--- config.mk ---
export PLATFORM = sky130hd
export DESIGN_NAME = sevenseg_scan_decoder
export DESIGN_NICKNAME = d
export VERILOG_FILES = /design/src/rtl/sevenseg_scan_decoder.sv
export SDC_FILE = /design/constraint.sdc
export NUM_CORES = 1
export LEC_CHECK = 0
export ABC_AREA = 0
export ABC_CLOCK_PERIOD_IN_PS = 2800
export BUFFER_PORTS_ARGS = -buffer_cell sky130_fd_sc_hd__buf_2
export CORE_AREA = 5 5 119 98
export CTS_CLUSTER_DIAMETER = 50
export DETAILED_ROUTE_END_ITERATION = 10
export DIE_AREA = 0 0 124 103
export GPL_ROUTABILITY_DRIVEN = 0
export MAX_ROUTING_LAYER = met4
export PLACE_DENSITY = 0.67
export SYNTH_ARGS = -nofsm -noshare
export SYNTH_HDL_FRONTEND = slang
export SYNTH_SLANG_ARGS = --single-unit
export TNS_END_PERCENT = 50
--- constraint.sdc ---
create_clock -name clk -period 2.8 [get_ports clk]
set_clock_uncertainty 0.1 [all_clocks]
set_input_delay 0.14 -clock clk [delete_from_list [all_inputs] [get_ports clk]]
set_output_delay 0.14 -clock clk [all_outputs]
set_load 0.05 [all_outputs]
--- src/rtl/sevenseg_scan_decoder.sv ---
// sevenseg_scan_decoder: recovers BCD digits from a scanned 4-digit seven-segment bus.
// Latency: STABLE_CYCLES+4 edges from input change to sample_strobe; frame_valid pulses with the 4th distinct digit capture.
// Backpressure: none; the bus is sampled continuously and every settled digit pattern is captured once.
//
// Ports:
//   clk, rst_n      - rising-edge clock, asynchronous active-low reset
//   anode[3:0]      - active-low digit selects (digit i active when anode[i]=0)
//   segment[6:0]    - active-high segment lines, bit0=a .. bit6=g
//   bcd_digits      - last complete frame, digit i in [4i+3:4i]
//   bad_pattern     - per-digit "not a 0-9 code" flags for the last frame
//   frame_valid     - one-cycle pulse when bcd_digits/bad_pattern update
//   sample_strobe   - one-cycle pulse per accepted digit capture
//   sample_digit    - captured digit index (valid with sample_strobe)
//   sample_bcd      - captured nibble, 4'hF for an unrecognised pattern
//   anode_err       - one-cycle pulse when a settled anode has several bits low
module sevenseg_scan_decoder #(
  parameter int unsigned STABLE_CYCLES = 4,
  parameter int unsigned CNT_W         = 8
) (
  input  logic        clk,
  input  logic        rst_n,
  input  logic [3:0]  anode,
  input  logic [6:0]  segment,
  output logic [15:0] bcd_digits,
  output logic [3:0]  bad_pattern,
  output logic        frame_valid,
  output logic        sample_strobe,
  output logic [1:0]  sample_digit,
  output logic [3:0]  sample_bcd,
  output logic        anode_err
);

  localparam logic [CNT_W-1:0] STABLE_C = CNT_W'(STABLE_CYCLES);
  localparam logic [CNT_W-1:0] CNT_MAX  = {CNT_W{1'b1}};
  // Blank bus: all anodes off, all segments off.
  localparam logic [10:0]      BLANK    = {4'hF, 7'h00};

  typedef enum logic {
    HOLD   = 1'b0,
    SETTLE = 1'b1
  } state_t;

  // Returns {bad, nibble}; unknown codes give nibble F with bad set.
  function automatic logic [4:0] decode_seg(input logic [6:0] seg);
    logic [4:0] r;
    r = {1'b1, 4'hF};
    case (seg)
      7'h3F:   r = {1'b0, 4'd0};
      7'h06:   r = {1'b0, 4'd1};
      7'h5B:   r = {1'b0, 4'd2};
      7'h4F:   r = {1'b0, 4'd3};
      7'h66:   r = {1'b0, 4'd4};
      7'h6D:   r = {1'b0, 4'd5};
      7'h7D:   r = {1'b0, 4'd6};
      7'h07:   r = {1'b0, 4'd7};
      7'h7F:   r = {1'b0, 4'd8};
      7'h6F:   r = {1'b0, 4'd9};
      default: r = {1'b1, 4'hF};
    endcase
    return r;
  endfunction

  // Synchronizer (sync1 -> s) and one-cycle delayed copy of s.
  logic [10:0]       sync1_q;
  logic [10:0]       s_q;
  logic [10:0]       sd_q;

  logic [CNT_W-1:0]  cnt_q, cnt_d;
  state_t            state_q, state_d;
  logic [3:0]        seen_q, seen_d;
  logic [3:0][3:0]   shadow_nib_q, shadow_nib_d;
  logic [3:0]        shadow_bad_q, shadow_bad_d;

  logic [15:0]       bcd_q, bcd_d;
  logic [3:0]        bad_q, bad_d;
  logic              fv_q, fv_d;
  logic              strobe_q, strobe_d;
  logic [1:0]        sdigit_q, sdigit_d;
  logic [3:0]        sbcd_q, sbcd_d;
  logic              aerr_q, aerr_d;

  logic              s_same;
  logic              capture_go;
  logic              hit;
  logic [1:0]        idx;
  logic [4:0]        dec;
  logic [3:0]        seen_nxt;

  assign s_same     = (s_q == sd_q);
  // Capture fires once per settle episode; HOLD ignores the saturated counter
  // so a steady bus never produces a second capture.
  assign capture_go = (state_q == SETTLE) && s_same && (cnt_q == STABLE_C);

  // Next-state and output logic.
  always_comb begin
    state_d      = state_q;
    cnt_d        = cnt_q;
    seen_d       = seen_q;
    shadow_nib_d = shadow_nib_q;
    shadow_bad_d = shadow_bad_q;
    bcd_d        = bcd_q;
    bad_d        = bad_q;
    fv_d         = 1'b0;
    strobe_d     = 1'b0;
    sdigit_d     = sdigit_q;
    sbcd_d       = sbcd_q;
    aerr_d       = 1'b0;
    hit          = 1'b0;
    idx          = 2'd0;
    dec          = decode_seg(s_q[6:0]);
    seen_nxt     = seen_q;

    // Stability counter: saturating count of consecutive identical samples.
    if (s_same) begin
      if (cnt_q != CNT_MAX) begin
        cnt_d = cnt_q + 1'b1;
      end
    end else begin
      cnt_d = '0;
    end

    case (state_q)
      HOLD: begin
        if (!s_same) begin
          state_d = SETTLE;
        end
      end
      SETTLE: begin
        if (!s_same) begin
          state_d = SETTLE;
        end else if (cnt_q == STABLE_C) begin
          state_d = HOLD;
        end
      end
      default: state_d = HOLD;
    endcase

    if (capture_go) begin
      case (s_q[10:7])
        4'b1110: begin hit = 1'b1; idx = 2'd0; end
        4'b1101: begin hit = 1'b1; idx = 2'd1; end
        4'b1011: begin hit = 1'b1; idx = 2'd2; end
        4'b0111: begin hit = 1'b1; idx = 2'd3; end
        4'b1111: hit = 1'b0;           // blank slot between digits
        default: aerr_d = 1'b1;        // two or more digits driven at once
      endcase
    end

    if (hit) begin
      strobe_d          = 1'b1;
      sdigit_d          = idx;
      sbcd_d            = dec[3:0];
      shadow_nib_d[idx] = dec[3:0];
      shadow_bad_d[idx] = dec[4];
      seen_nxt          = seen_q | (4'b0001 << idx);
      if (&seen_nxt) begin
        // Frame includes the capture being made on this edge.
        bcd_d  = shadow_nib_d;
        bad_d  = shadow_bad_d;
        fv_d   = 1'b1;
        seen_d = 4'b0000;
      end else begin
        seen_d = seen_nxt;
      end
    end
  end

  always_ff @(posedge clk or negedge rst_n) begin
    if (!rst_n) begin
      sync1_q      <= BLANK;
      s_q          <= BLANK;
      sd_q         <= BLANK;
      cnt_q        <= '0;
      state_q      <= HOLD;
      seen_q       <= 4'b0000;
      shadow_nib_q <= '0;
      shadow_bad_q <= 4'b0000;
      bcd_q        <= 16'h0000;
      bad_q        <= 4'b0000;
      fv_q         <= 1'b0;
      strobe_q     <= 1'b0;
      sdigit_q     <= 2'd0;
      sbcd_q       <= 4'h0;
      aerr_q       <= 1'b0;
    end else begin
      sync1_q      <= {anode, segment};
      s_q          <= sync1_q;
      sd_q         <= s_q;
      cnt_q        <= cnt_d;
      state_q      <= state_d;
      seen_q       <= seen_d;
      shadow_nib_q <= shadow_nib_d;
      shadow_bad_q <= shadow_bad_d;
      bcd_q        <= bcd_d;
      bad_q        <= bad_d;
      fv_q         <= fv_d;
      strobe_q     <= strobe_d;
      sdigit_q     <= sdigit_d;
      sbcd_q       <= sbcd_d;
      aerr_q       <= aerr_d;
    end
  end

  assign bcd_digits    = bcd_q;
  assign bad_pattern   = bad_q;
  assign frame_valid   = fv_q;
  assign sample_strobe = strobe_q;
  assign sample_digit  = sdigit_q;
  assign sample_bcd    = sbcd_q;
  assign anode_err     = aerr_q;

endmodule

Word-level counts from Yosys, hierarchy flattened
Index checks and enable logic that the tools add are counted.
- equal/unequal tests: 19
- magnitude comparators: 2
- multiplexer cells: 23
- reduce and logical (&&, ||, !) cells: 7
- add/sub/neg operators: 1
- $mul: 0
- shifts and indexed selects: 1
- bitwise operators: 2
- div/mod/pow operators: 0
- operators by type and width (cell ; count):
    $pmux W5 S10 ; 1
    $eq A7 B7 Y1 const B ; 7
    $bwmux W16 ; 1
    $eq A4 B4 Y1 const B ; 4
    $mux W8 ; 2
    $eq A7 B3 Y1 const B ; 2
    $eq A11 B11 Y1 ; 1
    $mux W1 ; 11
    $add A8 B1 Y8 const B ; 1
    $demux W4 S2 ; 1
    $eq A8 B3 Y1 const B ; 1
    $mux W4 ; 2
    $ne A8 B8 Y1 const B ; 1
    $eq A7 B6 Y1 const B ; 1
    $pmux W2 S3 ; 1
    $reduce_and A5 Y1 ; 1
    $reduce_or A5 Y1 ; 1
    $bwmux W4 ; 1
    $eq A4 B3 Y1 const B ; 1
    $or A4 B4 Y4 ; 1
    $reduce_and A4 Y1 ; 1
    $reduce_or A4 Y1 ; 1
    $shl A1 B2 Y4 const A ; 1
    $logic_and A1 B1 Y1 ; 3
    7 further kinds ; 7
- memories: 0
- input bits: 13
- memory bits (read-only): 0
- flip-flop bits (word level): 95
- word-level logic and storage cells: 73
- RAM bits: 0
- latch bits: 0

Depth between registers and ports, before layout
- depth in word-level cells: 9
- depth in mapped cells: 9
- mapped depth without buffers: 8

Worst setup path before layout
OpenSTA, ideal clock, no wires.
- kind: register to register
- start point: reg s_q[10]
- end point: reg bcd_q[9], in the netlist bcd_digits[9]
- data arrival time: 2246 ps
- buffers on the path: 1
- path slack: 329 ps
- cell stages (with the launch flop): 8
- period minus slack after synthesis: 2471 ps
- data required time: 2575 ps
- cell sequence: dfstp_2 buf_6 xnor2_1 nand3_1 nor4_4 nor4b_4 mux2_2 mux2_2
- longest elaborated chain between the ends: 9
- RTL lines (item ; RTL line ; source):
    start: declaration ; 65 ; logic [10:0] s_q;
    start signal: assignment ; 187 ; s_q <= sync1_q;
    $eq A11 B11 Y1 ; 89 ; assign s_same = (s_q == sd_q);
    $logic_and A1 B1 Y1 (2 in a row) ; 92 ; assign capture_go = (state_q == SETTLE) && s_same && (cnt_q == STABLE_C);
    $mux W2 ; 138 ; if (capture_go) begin
    $lt A2 B3 Y1 (implied by the code) / $ge A2 B1 Y1 (equally long branches) ; 153 ; shadow_nib_d[idx] = dec[3:0];
    $logic_and A1 B1 Y1 (implied by the code) ; 153 ;
    $mux W4 (implied by the code) ; 153 ;
    $demux W4 S2 ; 153 ;
    $bwmux W16 ; 153 ;
    end signal: assignment ; 178 ; bcd_q <= 16'h0000;
    end signal: assignment ; 194 ; bcd_q <= bcd_d;
    end: declaration ; 74 ; logic [15:0] bcd_q, bcd_d;
Several ways; a longest one is shown, not always the timed one.
A chain may end at the register's enable or synchronous reset.

Final worst setup path
- start point: reg cnt_q[1]
- end point: reg bcd_q[5], in the netlist bcd_digits[5]
- longest elaborated chain between the ends: 8
- RTL lines (item ; RTL line ; source):
    start: declaration ; 68 ; logic [CNT_W-1:0] cnt_q, cnt_d;
    start signal: assignment ; 189 ; cnt_q <= cnt_d;
    $eq A8 B3 Y1 (*) ; 92 ;
    $logic_and A1 B1 Y1 (*) ; 92 ;
    $mux W2 ; 138 ;
    $lt A2 B3 Y1 (implied by the code) / $ge A2 B1 Y1 (equally long branches) ; 153 ;
    $logic_and A1 B1 Y1 (implied by the code) ; 153 ;
    $mux W4 (implied by the code) ; 153 ;
    $demux W4 S2 ; 153 ;
    $bwmux W16 ; 153 ;
Mark *: on every way between the ends. The rest lies on a longest branch, timed or not.

==> out/metrics.cfg <==
[status]
status=completed

[drt]
wl_per_cell_um=14.91
vias_per_cell=4.966
first_pass_iters=4
drtIter0Drc=84
vias=2652
wl_um=7964
ant_nets=0
drc=0

[placement]
place_ws_ns=0.2151
place.port_buffers=41
place_area_mm2=0.004443
dpl.hpwl_um=5597

[finish]
num_antenna_cells=0
fill_cells=977
num-nets-final=400
areaGrowthSynthToFinish_pct=20.46
stdcell_area_mm2=0.004868
drive_gt1_share_pct=32.82
final_cell_mix=dfrtp_1, buf_2, mux2_2, a21oi_1, nor2_1
mostFrequentLayoutCell=dfrtp_1

[logic_synthesis]
synth_mux_area_share_pct=11.15
synth_fa_ha_area_share_pct=0.8669
synth_edf_count=0
yosysTopAreaCell=dfrtp_1
yosysWarningCount=0
synth.area.top_cells=dfrtp_1, mux2_2, dfstp_2, a21oi_1, mux2i_1
synthFlopType=dfrtp_1
syn_area_mm2=0.004041
synthArstFlopShare_pct=100.0
yosys.area_share.simple_pct=13.37
synth_nets=339
synth_cells=324
yosysTopAreaCellShare_pct=51.39
synth_top_family_by_area=simple AND/OR/NAND/NOR gates
seq_area_frac_synth_pct=59.20
synth_compound_area_share_pct=6.904
yosys_register_bits=95
synthDistinctLibCells=50
post_synth.cell_area_avg_um2=12.47
synth_xor_area_share_pct=4.458

[floorplan]
die_x_um=124
num_rows=34
pin_count=42
start_util_pct=38.46
die_h_um=103
design.core.area_mm2=0.01051
die_area_mm2=0.01277

[worst_setup_path]
cp_common_cell=mux2_2
cp.required_ns=2.93
worstPathArrival_ns=2.73
path_class=flip-flop to flip-flop
end_kind=flip-flop
slowest_stage=dfrtp_1
worstPathCellList=inv_1, ha_1, nor4b_2, nand4_1, nor4_4, and2_1, mux2_2, mux2_2
cp.buffers_inverters=1
path_delay_family=simple AND/OR/NAND/NOR gates
crit_fanout=6
startpoint_type=flip-flop
slowest_delay_ns=0.40

[global_routing]
grt_max_degree=51
grt_use_total_pct=14.47
grt_remaining_overflow=0
grt_pass1_vias=2770
antenna_found_initial=0
grt_pass1_wl_um=13720

[timing]
setup_violations=0
fin_crit_sh_pct=92.66
fmax_ghz=0.3855
finalHoldViolations=0
slew_viol_final=0
layout_setup_ws_ns=0.2057
slew_headroom_pct=57.47
layout_min_cycle_time_ns=2.594
fin_tns_setup_ns=0
worst_slew_pin_slew_ns=0.6380
rsz0062_at_grt=no

[clocking]
clkSinkCount=95
insertion_delay_ns=0.35
root_buffer=clkbuf_16
clkTransAtPathRegs_ns=0.07
postCtsSetupBuffers=0
cts_buffer_depth=2
cts_tree=done
cts_inserted_buffers=9
cts-htree-levels=3

[power]
ir_worst_vdd_uv=328.9
power_density_mw_per_mm2=572.4
total_power_uw=2787
p_leak_uw=0.002302

[run]
cap_viol_max_count=0

[worst_hold_path]
hold_path.class=input port to asynchronous set/reset pin

-- final timing paths --
check                                      from                        end  slack (ns)  depth (start not counted)
max reg2reg                cnt_q[1]$_DFFE_PN0P_  bcd_digits[5]$_DFFE_PN0P_        0.21                          8
min                                       rst_n       sync1_q[2]$_DFF_PN0_        0.25                          2
max in group asynchronous                 rst_n       sync1_q[8]$_DFF_PN1_        1.60                          3
max                        cnt_q[1]$_DFFE_PN0P_  bcd_digits[5]$_DFFE_PN0P_        0.21                          8
min in group clk           sync1_q[1]$_DFF_PN0_           s_q[1]$_DFF_PN0_        0.25                          0
min reg2reg                sync1_q[1]$_DFF_PN0_           s_q[1]$_DFF_PN0_        0.25                          0
-- stage by stage --
| step | hold slack, ns | instances | util (%) |
|---|---|---|---|
| 2_1_floorplan | -0.2556 | 324 | - |
| 3_3_place_gp | 0.1019 | 506 | 42.28 |
| 3_5_place_dp | 0.1096 | 506 | 42.28 |
| 4_1_cts | 0.2493 | 534 | 46.30 |
| 5_1_grt | 0.2561 | 534 | 46.33 |
| 6_report | 0.2473 | 534 | 46.33 |
-- cells by family after synthesis --
kind of cell	after synthesis
DFF	95
and+or+nand+nor	90
AOI/OAI and AO/OA	46
muxes	41
buffers and inverters	34
xor gates and xnor gates	15
adders and majority gates	3
-- power by group --
group	internal, uW	switching, uW
Combinational	62.4	79.8
Sequential	1400	25.9
Clock	685	531
-- sequential cells by signal, summed over array words and instances, names as in the netlist --
signal         cells
bad_pattern        4
seen_q             4
sample_bcd         4
sync1_q           11
s_q               11
bcd_digits        16
sd_q              11
anode_err          1
shadow_bad_q       4
sample_digit       2
state_q            1
frame_valid        1
shadow_nib_q      16
cnt_q              8
sample_strobe      1
-- area by class of cell --
class                   count  area [um2]  area share, %
clock buffers              12       266.5          5.474
clock inverters             4       35.03         0.7196
repair buffers             66       437.9          8.995
inverters                  18       67.56          1.388
multi-input cells         195        1489          30.58
flip-flops and latches     95        2392          49.14
well taps                 144       180.2          3.701
-- repair_timing --
action	4_1_cts	5_1_grt
endpoints found under the setup margin	0	1
gates resized for setup	0	1
hold buffers	12	0
endpoints found under the hold margin	52	0
-- cell usage after synthesis (2+ instances only) --
master,count
a21o_1,2
a21oi_1,21
a31oi_1,2
and2_1,3
and3_1,2
buf_2,5
buf_4,2
buf_6,3
clkbuf_1,6
dfrtp_1,83
dfstp_2,12
ha_1,2
inv_1,18
mux2_2,32
mux2i_1,9
nand2_1,16
nand2b_1,3
nand3_1,11
nand4_1,9
nand4_2,2
nand4bb_1,2
nor2_1,20
nor3_1,8
nor3b_1,2
nor4_1,2
o21a_1,2
o21ai_0,11
xnor2_1,7
xnor2_2,4
xor2_1,3
-- per-layer routing --
metal	global-route usage (%)	routed length, um	part of all wire [%]
met2	20.98	3678	46
met3	4.169	440	5.5
met1	19.04	3693	46
met5	-	0	0
met4	6.145	151	1.9
-- worst reg2reg max path: cells and delay by family (launching register included) --
family                   cells  cell delay, ns
adder cells (fa/ha/maj)      1            0.17
buffers and inverters        1            0.11
flip-flops                   1            0.40
multiplexers                 2            0.65
AND/OR/NAND/NOR              4            1.05
(Power assumes the default switching activity.)
